<file path="src/rtl/vga_sync_gen.sv">
// vga_sync_gen -- raster timing source for the VGA display path.
//
// Divides the system clock into a pixel tick and walks a horizontal/vertical
// counter pair over the full raster (visible area plus porches and sync).
// Position, video_on and the sync strobes are all aligned to the same tick,
// so a consumer sampling on o_p_tick sees a consistent picture element.
//
// Ports:
//   i_clk          system clock (single domain)
//   i_reset        synchronous reset, active low
//   o_p_tick       one-clock pulse every TICK_DIV clocks
//   o_pixel_x      horizontal count, 0..H_TOTAL-1
//   o_pixel_y      vertical count, 0..V_TOTAL-1
//   o_video_on     high inside the visible window
//   o_hsync        active-low horizontal sync (registered)
//   o_vsync        active-low vertical sync (registered)
//   o_frame_start  one-clock pulse after the raster returns to (0,0)
//   o_frame_cnt    frames completed, modulo 64
//   o_blink        o_frame_cnt[5], toggles every 32 frames
module vga_sync_gen #(
  parameter int H_DISPLAY = 640,
  parameter int H_FRONT   = 16,
  parameter int H_SYNC    = 96,
  parameter int H_BACK    = 48,
  parameter int V_DISPLAY = 480,
  parameter int V_FRONT   = 10,
  parameter int V_SYNC    = 2,
  parameter int V_BACK    = 33,
  parameter int TICK_DIV  = 4
) (
  input  logic       i_clk,
  input  logic       i_reset,
  output logic       o_p_tick,
  output logic [9:0] o_pixel_x,
  output logic [9:0] o_pixel_y,
  output logic       o_video_on,
  output logic       o_hsync,
  output logic       o_vsync,
  output logic       o_frame_start,
  output logic [5:0] o_frame_cnt,
  output logic       o_blink
);

  localparam int H_TOTAL = H_DISPLAY + H_FRONT + H_SYNC + H_BACK;
  localparam int V_TOTAL = V_DISPLAY + V_FRONT + V_SYNC + V_BACK;
  localparam int DW      = $clog2(TICK_DIV);

  localparam logic [DW-1:0] DIV_MAX = DW'(TICK_DIV - 1);
  localparam logic [9:0] H_MAX  = 10'(H_TOTAL - 1);
  localparam logic [9:0] V_MAX  = 10'(V_TOTAL - 1);
  localparam logic [9:0] H_VIS  = 10'(H_DISPLAY);
  localparam logic [9:0] V_VIS  = 10'(V_DISPLAY);
  localparam logic [9:0] HS_BEG = 10'(H_DISPLAY + H_FRONT);
  localparam logic [9:0] HS_END = 10'(H_DISPLAY + H_FRONT + H_SYNC - 1);
  localparam logic [9:0] VS_BEG = 10'(V_DISPLAY + V_FRONT);
  localparam logic [9:0] VS_END = 10'(V_DISPLAY + V_FRONT + V_SYNC - 1);

  logic [DW-1:0] r_div;
  logic [9:0]    r_h;
  logic [9:0]    r_v;
  logic          r_hsync;
  logic          r_vsync;
  logic          r_frame_start;
  logic [5:0]    r_frame_cnt;

  logic       w_tick;
  logic       w_h_end;
  logic       w_v_end;
  logic       w_frame_wrap;
  logic [9:0] w_h_nxt;
  logic [9:0] w_v_nxt;

  assign w_tick       = (r_div == DIV_MAX);
  assign w_h_end      = (r_h == H_MAX);
  assign w_v_end      = (r_v == V_MAX);
  assign w_frame_wrap = w_h_end && w_v_end;

  // Next-count values feed both the counters and the sync registers, which
  // keeps hsync/vsync aligned with the position they describe.
  assign w_h_nxt = w_h_end ? 10'd0 : r_h + 10'd1;
  assign w_v_nxt = !w_h_end ? r_v : (w_v_end ? 10'd0 : r_v + 10'd1);

  always_ff @(posedge i_clk) begin
    if (!i_reset) begin
      r_div         <= '0;
      r_h           <= '0;
      r_v           <= '0;
      r_hsync       <= 1'b1;
      r_vsync       <= 1'b1;
      r_frame_start <= 1'b0;
      r_frame_cnt   <= '0;
    end else begin
      r_div         <= w_tick ? '0 : r_div + DW'(1);
      r_frame_start <= w_tick && w_frame_wrap;
      if (w_tick) begin
        r_h     <= w_h_nxt;
        r_v     <= w_v_nxt;
        r_hsync <= !((w_h_nxt >= HS_BEG) && (w_h_nxt <= HS_END));
        r_vsync <= !((w_v_nxt >= VS_BEG) && (w_v_nxt <= VS_END));
        if (w_frame_wrap) r_frame_cnt <= r_frame_cnt + 6'd1;
      end
    end
  end

  assign o_p_tick      = w_tick;
  assign o_pixel_x     = r_h;
  assign o_pixel_y     = r_v;
  assign o_video_on    = (r_h < H_VIS) && (r_v < V_VIS);
  assign o_hsync       = r_hsync;
  assign o_vsync       = r_vsync;
  assign o_frame_start = r_frame_start;
  assign o_frame_cnt   = r_frame_cnt;
  assign o_blink       = r_frame_cnt[5];

endmodule

</file>
<file path="config.mk">
export PLATFORM = sky130hd
export DESIGN_NAME = vga_sync_gen
export DESIGN_NICKNAME = d
export VERILOG_FILES = /design/src/rtl/vga_sync_gen.sv
export SDC_FILE = /design/constraint.sdc
export NUM_CORES = 1
export LEC_CHECK = 0
export CAP_MARGIN = 15
export CORE_MARGIN = 1
export CORE_UTILIZATION = 45
export DETAILED_ROUTE_END_ITERATION = 8
export PLACE_DENSITY = 0.79
export SLEW_MARGIN = 25
export SYNTH_ARGS = -nofsm -noshare
export SYNTH_HDL_FRONTEND = slang
export SYNTH_SLANG_ARGS = --single-unit
</file>
<file path="constraint.sdc">
create_clock -name i_clk -period 1.9 [get_ports i_clk]
set_input_delay 0.19 -clock i_clk [delete_from_list [all_inputs] [get_ports i_clk]]
set_output_delay 0.19 -clock i_clk [all_outputs]
set_load 0.01 [all_outputs]
</file>
Yosys cells after proc, flatten, opt, wreduce, memory -nomap -nowiden
Cells that the tools add are included.
{"block": "totals", "word_cells": 33, "output_inout_bits": 32, "regBits": 31}
{"block": "classes", "n_addsub": 4, "muxes": 3, "order_cmp": 6, "bitwise_logic": 1, "eq_ne": 3, "n_reduce_logical": 9}
{"operator": "2-to-1 mux 10 bit", "n": 3}
{"operator": "adder 10 x 1 -> 10 bit, second input constant", "n": 2}
{"operator": "== test 10 bit, second input constant", "n": 2}
{"operator": ">= comparator 10 bit, second input constant", "n": 1}
{"operator": ">= comparator 10 x 9 -> 1 bit, second input constant", "n": 1}
{"operator": "less-or-equal comparator 10 bit, second input constant", "n": 1}
{"operator": "less-or-equal comparator 10 x 9 -> 1 bit, second input constant", "n": 1}
{"operator": "< comparator 10 bit, second input constant", "n": 1}
{"operator": "< comparator 10 x 9 -> 1 bit, second input constant", "n": 1}
{"operator": "adder 6 x 1 -> 6 bit, second input constant", "n": 1}
{"operator": "logical AND 1 bit", "n": 5}
{"operator": "adder 2 x 1 -> 2 bit, second input constant", "n": 1}
{"operator": "== test 2 bit, second input constant", "n": 1}
{"operator": "logical NOT 1 bit", "n": 2}
{"operator": "AND reduction 2 bit", "n": 1}
{"operator": "OR reduction 2 bit", "n": 1}
{"operator": "inverter 1 bit", "n": 1}

Logic depth before layout (Yosys ltp)
Gate-level depths: netlist of run 1.
{"block": "logic_depth", "word_depth": 6, "ltp_mapped": 8}

Worst setup path before layout of run 1
OpenSTA, ideal clock, no wires.
{"block": "synth_path", "path_kind": "flip-flop to flip-flop", "from": "register r_h[5] (netlist: o_pixel_x[5])", "to": "register r_frame_cnt[4] (netlist: o_frame_cnt[4])", "t_arrival_ps": 1991, "path_slack_ps": -163, "synth_period_minus_slack_ps": 2063, "n_path_buf": 2, "setup_ps": 72, "path_stages_with_launch": 8, "t_required_ps": 1828, "path_cell_list": "dfxtp_1 > buf_6 > or4b_4 > nor3_2 > buf_4 > nand4_2 > or3_1 > a21oi_1"}
{"block": "synth_between", "elab_chain_len": 3}
{"item": "from (decl)", "line": "59", "source": "logic [9:0] r_h;"}
{"item": "from (signal assigned)", "line": "96", "source": "r_h <= w_h_nxt;"}
{"item": "== test 10 bit", "line": "74", "source": "assign w_h_end = (r_h == H_MAX);"}
{"item": "logical AND 1 bit", "line": "76", "source": "assign w_frame_wrap = w_h_end && w_v_end;"}
{"item": "AND reduction 2 bit (no line)"}
{"item": "to (signal assigned)", "line": "100", "source": "if (w_frame_wrap) r_frame_cnt <= r_frame_cnt + 6'd1;"}
{"item": "to (decl)", "line": "64", "source": "logic [5:0] r_frame_cnt;"}
No other way between the ends.
A chain may end at the register's enable or synchronous reset.

Final worst setup path of run 1
{"block": "layout_path", "from": "register r_h[7] (netlist: o_pixel_x[7])", "to": "register r_frame_cnt[4] (netlist: o_frame_cnt[4])"}
The elaborated chain is that of the path after synthesis.

==> reports/qor.txt, run 1 <==
unrepaired setup endpoints after global routing - true
Syn Area/Cell - 8.27 sq um
net switching power - 307 uW
TritonRoute pass-1 iters - 5
WP data required - 2.12 ns
worst-path cell chain - or4b_4 > nor3_4 > buf_12 > nand4_4 > or3_4 > a21oi_2
Die H - 64.4 um
Antenna diodes - 0
core region area - 3690 sq um
peak supply drop - 0.000394 V
initial antenna violation count - 0
Max Slew Vio Count - 0
CP Max Fanout - 11
Synth Register Bits - 31
share of total power in combinational logic - 6.3%
power share of the clock group - 43.7%
vias in the first global route - 1792
Seq/Total Area, Yosys - 35.4%
Final WS setup - -0.0366 ns
Worst Path Class, Setup - flop to flop
die area - 4150 sq um
WL per Instance - 15.6 um
# rows - 22
WP buf/inv - 1
post-layout min period - 1.94 ns
largest net degree at the start of global routing - 25
number of port buffers - 33
Synth cell types - 48
worst-path cell with the longest stage delay - or4b_4
Setup Viol. Count Final - 4
Leakage - 1.08 nW
Finished Layout Cells - 337
# fillers - 255
vias post-DR - 1931
Top FF cell, synth - dfxtp_1
Root Driver - clkbuf_8
Reg clk slew, reported paths - 0.07 ns
Placed Instances - 321
hpwl dp - 3.40 mm
layout cells sized above 1 - 30.4%
Switching Fraction - 23.1%
CTS tree - yes
CTS Buf Count - 5
H-tree levels - 2
IO Count - 34
Final Cycle Share - 102%
Initial DRC Count - 182
first-pass GRT wire length - 8.27 mm
GRT Residual Overflow - 0
Initial Utilization - 47.6%
Power Internal - 1.02 mW
Fmax achieved - 516 MHz
post-cts hold buffer count - 0
Warnings, synthesis - 0
RD Place Congestion - 0.905
CP startpoint kind - flop
CP top delay family - simple AND/OR/NAND/NOR gates
fin util - 75.0%
# DRC - 0
Hold Fails Final Rpt - 0
TritonCTS Sinks - 31
clock latency on the worst-skew pair - 0.29 ns
Post-Syn Area - 1750 sq um
pwr dens - 481 nW/um^2
Post-DRT Antenna Nets - 0
outcome - finished with violations
max cap viols - 0
Max Clock Skew - 0.00484 ns
GRT Total Usage - 26.0%
nets - 296
Async SR Flop Fraction - 0%
failing checks - setup timing
cell count after synthesis - 212
setup TNS - -0.0792 ns
final WL - 5.25 mm
worst hold-check path type - flop to flop
vias per inst - 5.73
CP arrival - 2.16 ns
Worst path max stage delay - 0.57 ns
P&R area growth vs syn - 57.6%
Post-synth EDFFs - 0
Tightest Pin Transition - 0.657 ns
sequential power share - 50.0%
Synthesized Nets - 220
Crit. End Element - flop
CTS max path bufs - 2
die width - 64.4 um
max_slew headroom - 55.6%
==> placed cells by master, fill, tap and decap left out, types with 6 or more instances in the layout <==
cell type         n
nor2_1           25
dfxtp_1          26
nand2_1          16
nand3_1           6
clkbuf_8          7
inv_1             7
clkdlybuf4s50_1  32
a21oi_1          12
nand4_1           8
buf_4            41
==> cells by family (layout without fill, tap and decap cells) <==
kind of cell / after synthesis / in the layout / share of synthesized area, %
XOR/XNOR: 12 / 12 / 5.99
buffers and inverters: 19 / 96 / 5.06
AO/OA/AOI/OAI: 46 / 46 / 16.5
AND/OR/NAND/NOR: 94 / 94 / 30.5
adder cells (fa/ha/maj): 6 / 6 / 4.28
multiplexers: 4 / 4 / 2.28
flip-flops: 31 / 31 / 35.4
==> flip-flops by register name (all words and copies together) (netlist names) <==
register       flops
o_frame_start      1
o_pixel_y         10
o_frame_cnt        6
o_pixel_x         10
r_div              2
o_vsync            1
o_hsync            1
==> worst register-to-register path: cells and delay by family (launching register included) <==
kind | cells | cell delay (ns)
and+or+nand+nor | 4 | 1.26
DFF | 1 | 0.32
buffers and inverters | 1 | 0.17
AOI/OAI and AO/OA | 1 | 0.13
==> per-stage QoR <==
step           setup slack, ns  instance area (sq um)  hold WS [ns]  total power [mW]
2_1_floorplan           -0.116                   1840         0.308             0.720
3_3_place_gp           -0.0300                   2470         0.408             0.756
3_5_place_dp           -0.0293                   2470         0.416             0.759
4_1_cts               -0.00482                   2630         0.425              1.34
5_1_grt                 -0.168                   2770         0.448              1.38
6_report               -0.0366                   2770         0.432              1.33
==> metal layers <==
metal / routed length (um) / global-route usage [%]
met4: 105 / 13.1
met5: 0 / 0
met1: 2230 / 31.9
met3: 277 / 4.75
met2: 2640 / 43.4
==> power by group through the flow <==
stage,Combinational (mW),Clock [mW],Sequential [mW]
after detailed placement,0.0809,0,0.678
after global routing,0.0921,0.625,0.665
after floorplan,0.0404,0,0.680
after CTS,0.0815,0.595,0.663
final,0.0839,0.582,0.665
after global placement,0.0786,0,0.677
==> synth_stat cells, types with 2 or more instances <==
| cell | n | area share (%) |
|---|---|---|
| dfxtp_1 | 31 | 35 |
| nor2_1 | 25 | 5.3 |
| nand2_1 | 17 | 3.6 |
| a21oi_1 | 15 | 4.3 |
| nand3_1 | 10 | 2.9 |
| nand4_1 | 8 | 2.9 |
| o21ai_0 | 8 | 2.3 |
| inv_1 | 7 | 1.5 |
| and2_1 | 6 | 2.1 |
| ha_1 | 6 | 4.3 |
| xnor2_1 | 6 | 3.0 |
| xor2_1 | 6 | 3.0 |
| clkbuf_1 | 5 | 1.1 |
| a31oi_1 | 4 | 1.4 |
| and3_1 | 4 | 1.4 |
| mux2i_1 | 4 | 2.3 |
| nor4_1 | 4 | 1.4 |
| a21o_1 | 3 | 1.3 |
| nor4b_1 | 3 | 1.5 |
| o21ai_1 | 3 | 0.86 |
| or3_1 | 3 | 1.1 |
| a211oi_1 | 2 | 0.86 |
| a41oi_1 | 2 | 1.0 |
| and4_1 | 2 | 1.0 |
| buf_2 | 2 | 0.57 |
| buf_4 | 2 | 0.86 |
| nand2b_1 | 2 | 0.71 |
| nand4_2 | 2 | 1.4 |
==> path summary, 6_finish.rpt <==
path / startpoint / to / slack, ns / cells past startpoint
min: r_div[0] / r_div[0] / 0.43 / 1
min reg2reg: r_div[0] / r_div[0] / 0.43 / 1
max: o_pixel_x[7] / o_frame_cnt[4] / -0.04 / 6
max reg2reg: o_pixel_x[7] / o_frame_cnt[4] / -0.04 / 6
==> area by class of cell <==
class / count / area [sq um] / area share (%)
timing repair buffer: 79 / 711 / 25.7
sequential: 31 / 627 / 22.7
inverter: 9 / 33.8 / 1.22
clock inverter: 1 / 7.51 / 0.271
tap: 48 / 60.1 / 2.17
clock buffer: 7 / 96.3 / 3.48
multi-input combinational: 162 / 1230 / 44.5
==> what timing repair did <==
action,in CTS,in global routing
buffers inserted,5,3
endpoints found under the setup margin,8,17
resized for setup,7,23
pin swaps,5,7
Power figures use the tool's default switching activity.
==> inputs of run 2 (changes only) <==
- REMOVE_ABC_BUFFERS: default -> 1
==> run 2 against run 1 <==
Effect of this change: the flow still finishes with violations (setup timing); clock-buffer cell count stayed put; worst setup slack worse by 0.043 ns; wire length down 2.0%; critical path type unchanged; highest routed layer unchanged.
==> reports/qor.txt, run 2 (same netlist as run 1, synthesis figures left out) <==
outcome - finished with violations (unchanged)
failing checks - setup timing (unchanged)
Fmax achieved - 505 MHz (was 516 MHz)
CP startpoint - o_pixel_x[5] (was o_pixel_x[7])
Initial Utilization - 47.6% (unchanged)
WP data required - 2.09 ns (was 2.12 ns)
post-layout min period - 1.98 ns (was 1.94 ns)
max_slew headroom - 68.7% (was 55.6%)
post-route cell area - 2670 sq um (was 2770 sq um)
pwr dens - 501 nW/um^2 (was 481 nW/um^2)
CTS max path bufs - 2 (unchanged)
vias in the first global route - 1738 (was 1792)
peak supply drop - 0.000401 V (was 0.000394 V)
Worst R2R Start - o_pixel_x[5] (was o_pixel_x[7])
Finished Layout Cells - 341 (was 337)
Crit. End Element - flop (unchanged)
net switching power - 316 uW (was 307 uW)
Antenna diodes - 0 (unchanged)
Initial DRC Count - 155 (was 182)
Hold Fails Final Rpt - 0 (unchanged)
Fin Hold WS - 0.427 ns (was 0.432 ns)
busiest grt layer - met2 (unchanged)
TritonCTS Sinks - 31 (unchanged)
die width - 64.4 um (unchanged)
Max Clock Skew - 0.00419 ns (was 0.00484 ns)
vias post-DR - 1945 (was 1931)
hpwl dp - 3.46 mm (was 3.40 mm)
commonest non-fill, non-tap cells in the layout - 47 x buf_4, 32 x clkdlybuf4s50_1, 26 x dfxtp_1 (was 41 x buf_4, 32 x clkdlybuf4s50_1, 26 x dfxtp_1)
Final Power - 1.34 mW (was 1.33 mW)
Setup Viol. Count Final - 5 (was 4)
# rows - 22 (unchanged)
post-cts hold buffer count - 0 (unchanged)
Leakage - 1.03 nW (was 1.08 nW)
TritonRoute pass-1 iters - 5 (unchanged)
max cap viols - 0 (unchanged)
H-tree levels - 2 (unchanged)
initial antenna violation count - 0 (unchanged)
Final Cycle Share - 104% (was 102%)
hold_sp - r_div[0] (unchanged)
Reg clk slew, reported paths - 0.07 ns (about the same)
nets - 300 (was 296)
placed inst area - 2440 sq um (was 2470 sq um)
IO Count - 34 (unchanged)
die area - 4150 sq um (unchanged)
layout cells sized above 1 - 27.6% (was 30.4%)
CTS tree - yes (unchanged)
first-pass GRT wire length - 7.98 mm (was 8.27 mm)
CP Max Fanout - 3 (was 11)
Die H - 64.4 um (unchanged)
share of total power in combinational logic - 5.8% (was 6.3%)
Placement Setup Slack - -0.0729 ns (was -0.0293 ns)
Placed Instances - 328 (was 321)
Power Internal - 1.02 mW (about the same)
worst hold-check path type - flop to flop (unchanged)
RD Place Congestion - 0.895 (was 0.905)
CP startpoint kind - flop (unchanged)
GRT Total Usage - 25.2% (was 26.0%)
final WL - 5.15 mm (was 5.25 mm)
GR Util met1 - 31.3% (was 31.9%)
power share of the clock group - 44.4% (was 43.7%)
CP arrival - 2.17 ns (was 2.16 ns)
WL per Instance - 15.1 um (was 15.6 um)
number of port buffers - 33 (unchanged)
GRT Residual Overflow - 0 (unchanged)
Max Slew Vio Count - 0 (unchanged)
largest net degree at the start of global routing - 25 (unchanged)
Post-DRT Antenna Nets - 0 (unchanged)
unrepaired setup endpoints after global routing - true (unchanged)
core region area - 3690 sq um (unchanged)
CTS Buf Count - 5 (unchanged)
Switching Fraction - 23.6% (was 23.1%)
Tightest Pin Transition - 0.465 ns (was 0.657 ns)
sequential power share - 49.7% (was 50.0%)
Root Driver - clkbuf_8 (unchanged)
GRT met2 Usage - 41.8% (was 43.4%)
P&R area growth vs syn - 52.3% (was 57.6%)
Worst Path Class, Setup - flop to flop (unchanged)
commonest non-fill, non-tap cell in the layout - buf_4 (unchanged)
vias per inst - 5.70 (was 5.73)
clock latency on the worst-skew pair - 0.29 ns (about the same)
Final WS setup - -0.0797 ns (was -0.0366 ns)
# DRC - 0 (unchanged)
M3 GR Usage - 5.81% (was 4.75%)
[run 2: cell types whose count changed in the layout (fill, tap and decap cells not counted), moves of 2 or more]
cell     delta
nor4b_2     -2
nor4b_1     +2
nand3_1     +2
nor4_1      +2
nand4_2     +2
o21ai_0     +2
nand4_4     -2
buf_4       +6
[run 2: cell type report]
cell class                      instances  area [sq um]
Inverter                                9          33.8
Sequential cell                        31           627
Fill cell                             271          1020
Multi-Input combinational cell        162          1120
Clock buffer                            7          96.3
Tap cell                               48          60.1
Clock inverter                          1          7.51
Timing Repair Buffer                   83           728
[run 2: layer usage]
layer | up-vias | share of wire (%)
li1 | 930 | -
met1 | 915 | 43
met2 | 87 | 48
met3 | 13 | 6.8
met4 | 0 | 2.1
met5 | - | 0
[run 2: metrics by stage]
| step | setup TNS, ns | utilization (%) |
|---|---|---|
| floorplan | -8.71 | - |
| global placement | -0.00145 | 66.1 |
| detailed placement | -0.0816 | 66.1 |
| CTS | -0.0195 | 70.0 |
| global route | -0.896 | 72.4 |
| finish | -0.248 | 72.4 |
[run 2: repair_timing]
action                     4_1_cts  5_1_grt
gates resized for setup          6       17
pin swaps                        1        9
buffers inserted                 1        4
setup endpoints to repair        6       14
[run 2: critical path, cell delays in order, from the launching register on]
cell     delay (ns)
dfxtp_2        0.32
or4b_4         0.54
buf_6          0.15
nor4_1         0.44
xnor2_1        0.19
nor2_1         0.09
a21o_1         0.15
[run 2: power groups by stage]
stage | combinational [mW] | clock (mW) | sequential (mW)
4_1_cts | 0.0770 | 0.600 | 0.663
6_report | 0.0779 | 0.595 | 0.665
5_1_grt | 0.0863 | 0.632 | 0.666
2_1_floorplan | 0.0361 | 0 | 0.680
3_3_place_gp | 0.0745 | 0 | 0.677
3_5_place_dp | 0.0764 | 0 | 0.677
[run 2: worst paths after layout]
path / to / slack, ns / cells past startpoint
worst max-delay path: o_pixel_y[3] / -0.08 / 6
worst min register to register: r_div[0] / 0.43 / 1
worst max register to register: o_pixel_y[3] / -0.08 / 6
worst min-delay path: r_div[0] / 0.43 / 1
==> inputs of run 3 (changes only) <==
- PLACE_DENSITY: 0.79 -> 0.76
- clock period: 1.9 -> 2.4 ns (I/O delays scaled with it)
==> run 3 against run 2 <==
Effect of this change: the run now ends clean; critical path depth is the same; combinational power down 35%; register-to-register slack gained 0.32 ns; clock skew rose by 0.0026 ns; cell area shrank 16%; die area unchanged; clock-buffer cell count shrank 1; worst setup slack improved by 0.32 ns; non-clock buffer count fell by 42; critical path type unchanged; critical endpoint is now o_vsync; largest cell class unchanged; largest power group unchanged; highest routed layer unchanged.
==> reports/qor.txt, run 3 (same netlist as run 1, synthesis figures left out) <==
largest net degree at the start of global routing - 25 (unchanged)
die width - 64.4 um (unchanged)
Seq. cell area - 621 sq um (was 627 sq um)
post-cts hold buffer count - 0 (unchanged)
Setup Viol. Count Final - 0 (was 5)
Post-DRT Antenna Nets - 0 (unchanged)
unrepaired setup endpoints after global routing - false (was true)
IO Count - 34 (unchanged)
Max Clock Skew - 0.00675 ns (was 0.00419 ns)
CP arrival - 2.32 ns (was 2.17 ns)
max cap viols - 0 (unchanged)
RD Place Congestion - 0.923 (was 0.895)
Tightest Pin Transition - 0.590 ns (was 0.465 ns)
# fillers - 338 (was 271)
Worst R2R Start - o_pixel_x[6] (was o_pixel_x[5])
Final Cycle Share - 89.9% (was 104%)
Final Power - 989 uW (was 1.34 mW)
H-tree levels - 2 (unchanged)
WL per Instance - 13.5 um (was 15.1 um)
Antenna diodes - 0 (unchanged)
CTS Buf Count - 5 (unchanged)
Crit. End Element - flop (unchanged)
share of total power in combinational logic - 5.2% (was 5.8%)
layout cells sized above 1 - 8.80% (was 27.6%)
Fmax achieved - 464 MHz (was 505 MHz)
Hold Fails Final Rpt - 0 (unchanged)
GRT Total Usage - 20.9% (was 25.2%)
cts repair resizes - 0 (was 6)
worst-path cell with the longest stage delay - or4b_4 (unchanged)
CP startpoint - o_pixel_x[6] (was o_pixel_x[5])
Root Driver - clkbuf_8 (unchanged)
CTS tree - yes (unchanged)
hpwl dp - 2.85 mm (was 3.46 mm)
peak supply drop - 0.000343 V (was 0.000401 V)
Switching Fraction - 22.6% (was 23.6%)
Finished Layout Cells - 298 (was 341)
post-layout min period - 2.16 ns (was 1.98 ns)
GRT Residual Overflow - 0 (unchanged)
CP Max Fanout - 14 (was 3)
TritonRoute pass-1 iters - 4 (was 5)
fin util - 60.7% (was 72.4%)
clock latency on the worst-skew pair - 0.28 ns (was 0.29 ns)
first-pass GRT wire length - 6.79 mm (was 7.98 mm)
Die H - 64.4 um (unchanged)
Reg clk slew, reported paths - 0.06 ns (was 0.07 ns)
worst-path cell chain - or4b_4 > nor3_2 > buf_4 > a41oi_1 > nor4_1 > a31oi_1 (was or4b_4 > buf_6 > nor4_1 > xnor2_1 > nor2_1 > a21o_1)
pwr dens - 442 nW/um^2 (was 501 nW/um^2)
vias in the first global route - 1444 (was 1738)
Initial Utilization - 47.6% (unchanged)
net switching power - 224 uW (was 316 uW)
core region area - 3690 sq um (unchanged)
TritonCTS Sinks - 31 (unchanged)
vias post-DR - 1675 (was 1945)
Power Internal - 766 uW (was 1.02 mW)
power share of the clock group - 41.6% (was 44.4%)
CTS max path bufs - 2 (unchanged)
commonest non-fill, non-tap cells in the layout - 33 x clkdlybuf4s50_1, 31 x dfxtp_1, 25 x nor2_1 (was 47 x buf_4, 32 x clkdlybuf4s50_1, 26 x dfxtp_1)
final WL - 4.03 mm (was 5.15 mm)
sequential power share - 53.2% (was 49.7%)
Placed Instances - 291 (was 328)
Leakage - 0.784 nW (was 1.03 nW)
P&R area growth vs syn - 27.5% (was 52.3%)
Worst path max stage delay - 0.58 ns (was 0.54 ns)
WP data required - 2.56 ns (was 2.09 ns)
area occupied by multi-input gates - 1040 sq um (was 1120 sq um)
Max Slew Vio Count - 0 (unchanged)
initial antenna violation count - 0 (unchanged)
hold_sp - r_div[0] (unchanged)
worst hold-check path type - flop to flop (unchanged)
number of port buffers - 33 (unchanged)
commonest non-fill, non-tap cell in the layout - clkdlybuf4s50_1 (was buf_4)
Worst Path Class, Setup - flop to flop (unchanged)
# DRC - 0 (unchanged)
Initial DRC Count - 111 (was 155)
nets - 258 (was 300)
outcome - complete, no violations (was finished with violations)
max_slew headroom - 60.7% (was 68.7%)
vias per inst - 5.62 (was 5.70)
Setup Fix Bufs, Post-CTS - 0 (was 1)
# rows - 22 (unchanged)
die area - 4150 sq um (unchanged)
CP startpoint kind - flop (unchanged)
[run 3: cell type report]
| cell class | instances | area share [%] |
|---|---|---|
| clock buffers | 6 | 3.69 |
| well taps | 48 | 2.68 |
| multi-input cells | 162 | 46.7 |
| repair buffers | 41 | 17.4 |
| clock inverters | 1 | 0.224 |
| inverters | 9 | 1.51 |
| flip-flops and latches | 31 | 27.7 |
[run 3: layer usage]
| metal | global-route usage [%] | routed length (um) |
|---|---|---|
| met5 | 0 | 0 |
| met3 | 3.52 | 236 |
| met4 | 12.2 | 104 |
| met2 | 31.6 | 1710 |
| met1 | 27.7 | 1980 |
[run 3: worst paths after layout]
| check | to | slack [ns] | depth (start not counted) |
|---|---|---|---|
| setup / recovery | o_vsync | 0.24 | 6 |
| setup reg to reg | o_vsync | 0.24 | 6 |
| hold / removal | r_div[0] | 0.42 | 1 |
| hold reg to reg | r_div[0] | 0.42 | 1 |
[run 3: metrics by stage]
step           setup slack [ns]  instance area, sq um  hold slack [ns]  setup TNS [ns]
2_1_floorplan            -0.103                  1700            0.358          -0.334
3_3_place_gp              0.312                  2150            0.411               0
3_5_place_dp              0.293                  2150            0.412               0
4_1_cts                   0.279                  2240            0.420               0
5_1_grt                  0.0973                  2240            0.429               0
6_report                  0.243                  2240            0.418               0
[run 3: power by group through the flow]
stage / Combinational (mW) / Sequential [mW] / Clock (mW)
3_5_place_dp: 0.0512 / 0.538 / 0
4_1_cts: 0.0510 / 0.526 / 0.422
2_1_floorplan: 0.0286 / 0.538 / 0
6_report: 0.0510 / 0.526 / 0.412
3_3_place_gp: 0.0501 / 0.538 / 0
5_1_grt: 0.0562 / 0.527 / 0.448
[run 3: worst max-delay path, delay by kind of cell (launching register included)]
| family | cells | cell delay, ns |
|---|---|---|
| simple gates | 3 | 1.12 |
| buf+inv | 1 | 0.24 |
| compound gates | 2 | 0.30 |
| flops | 1 | 0.37 |
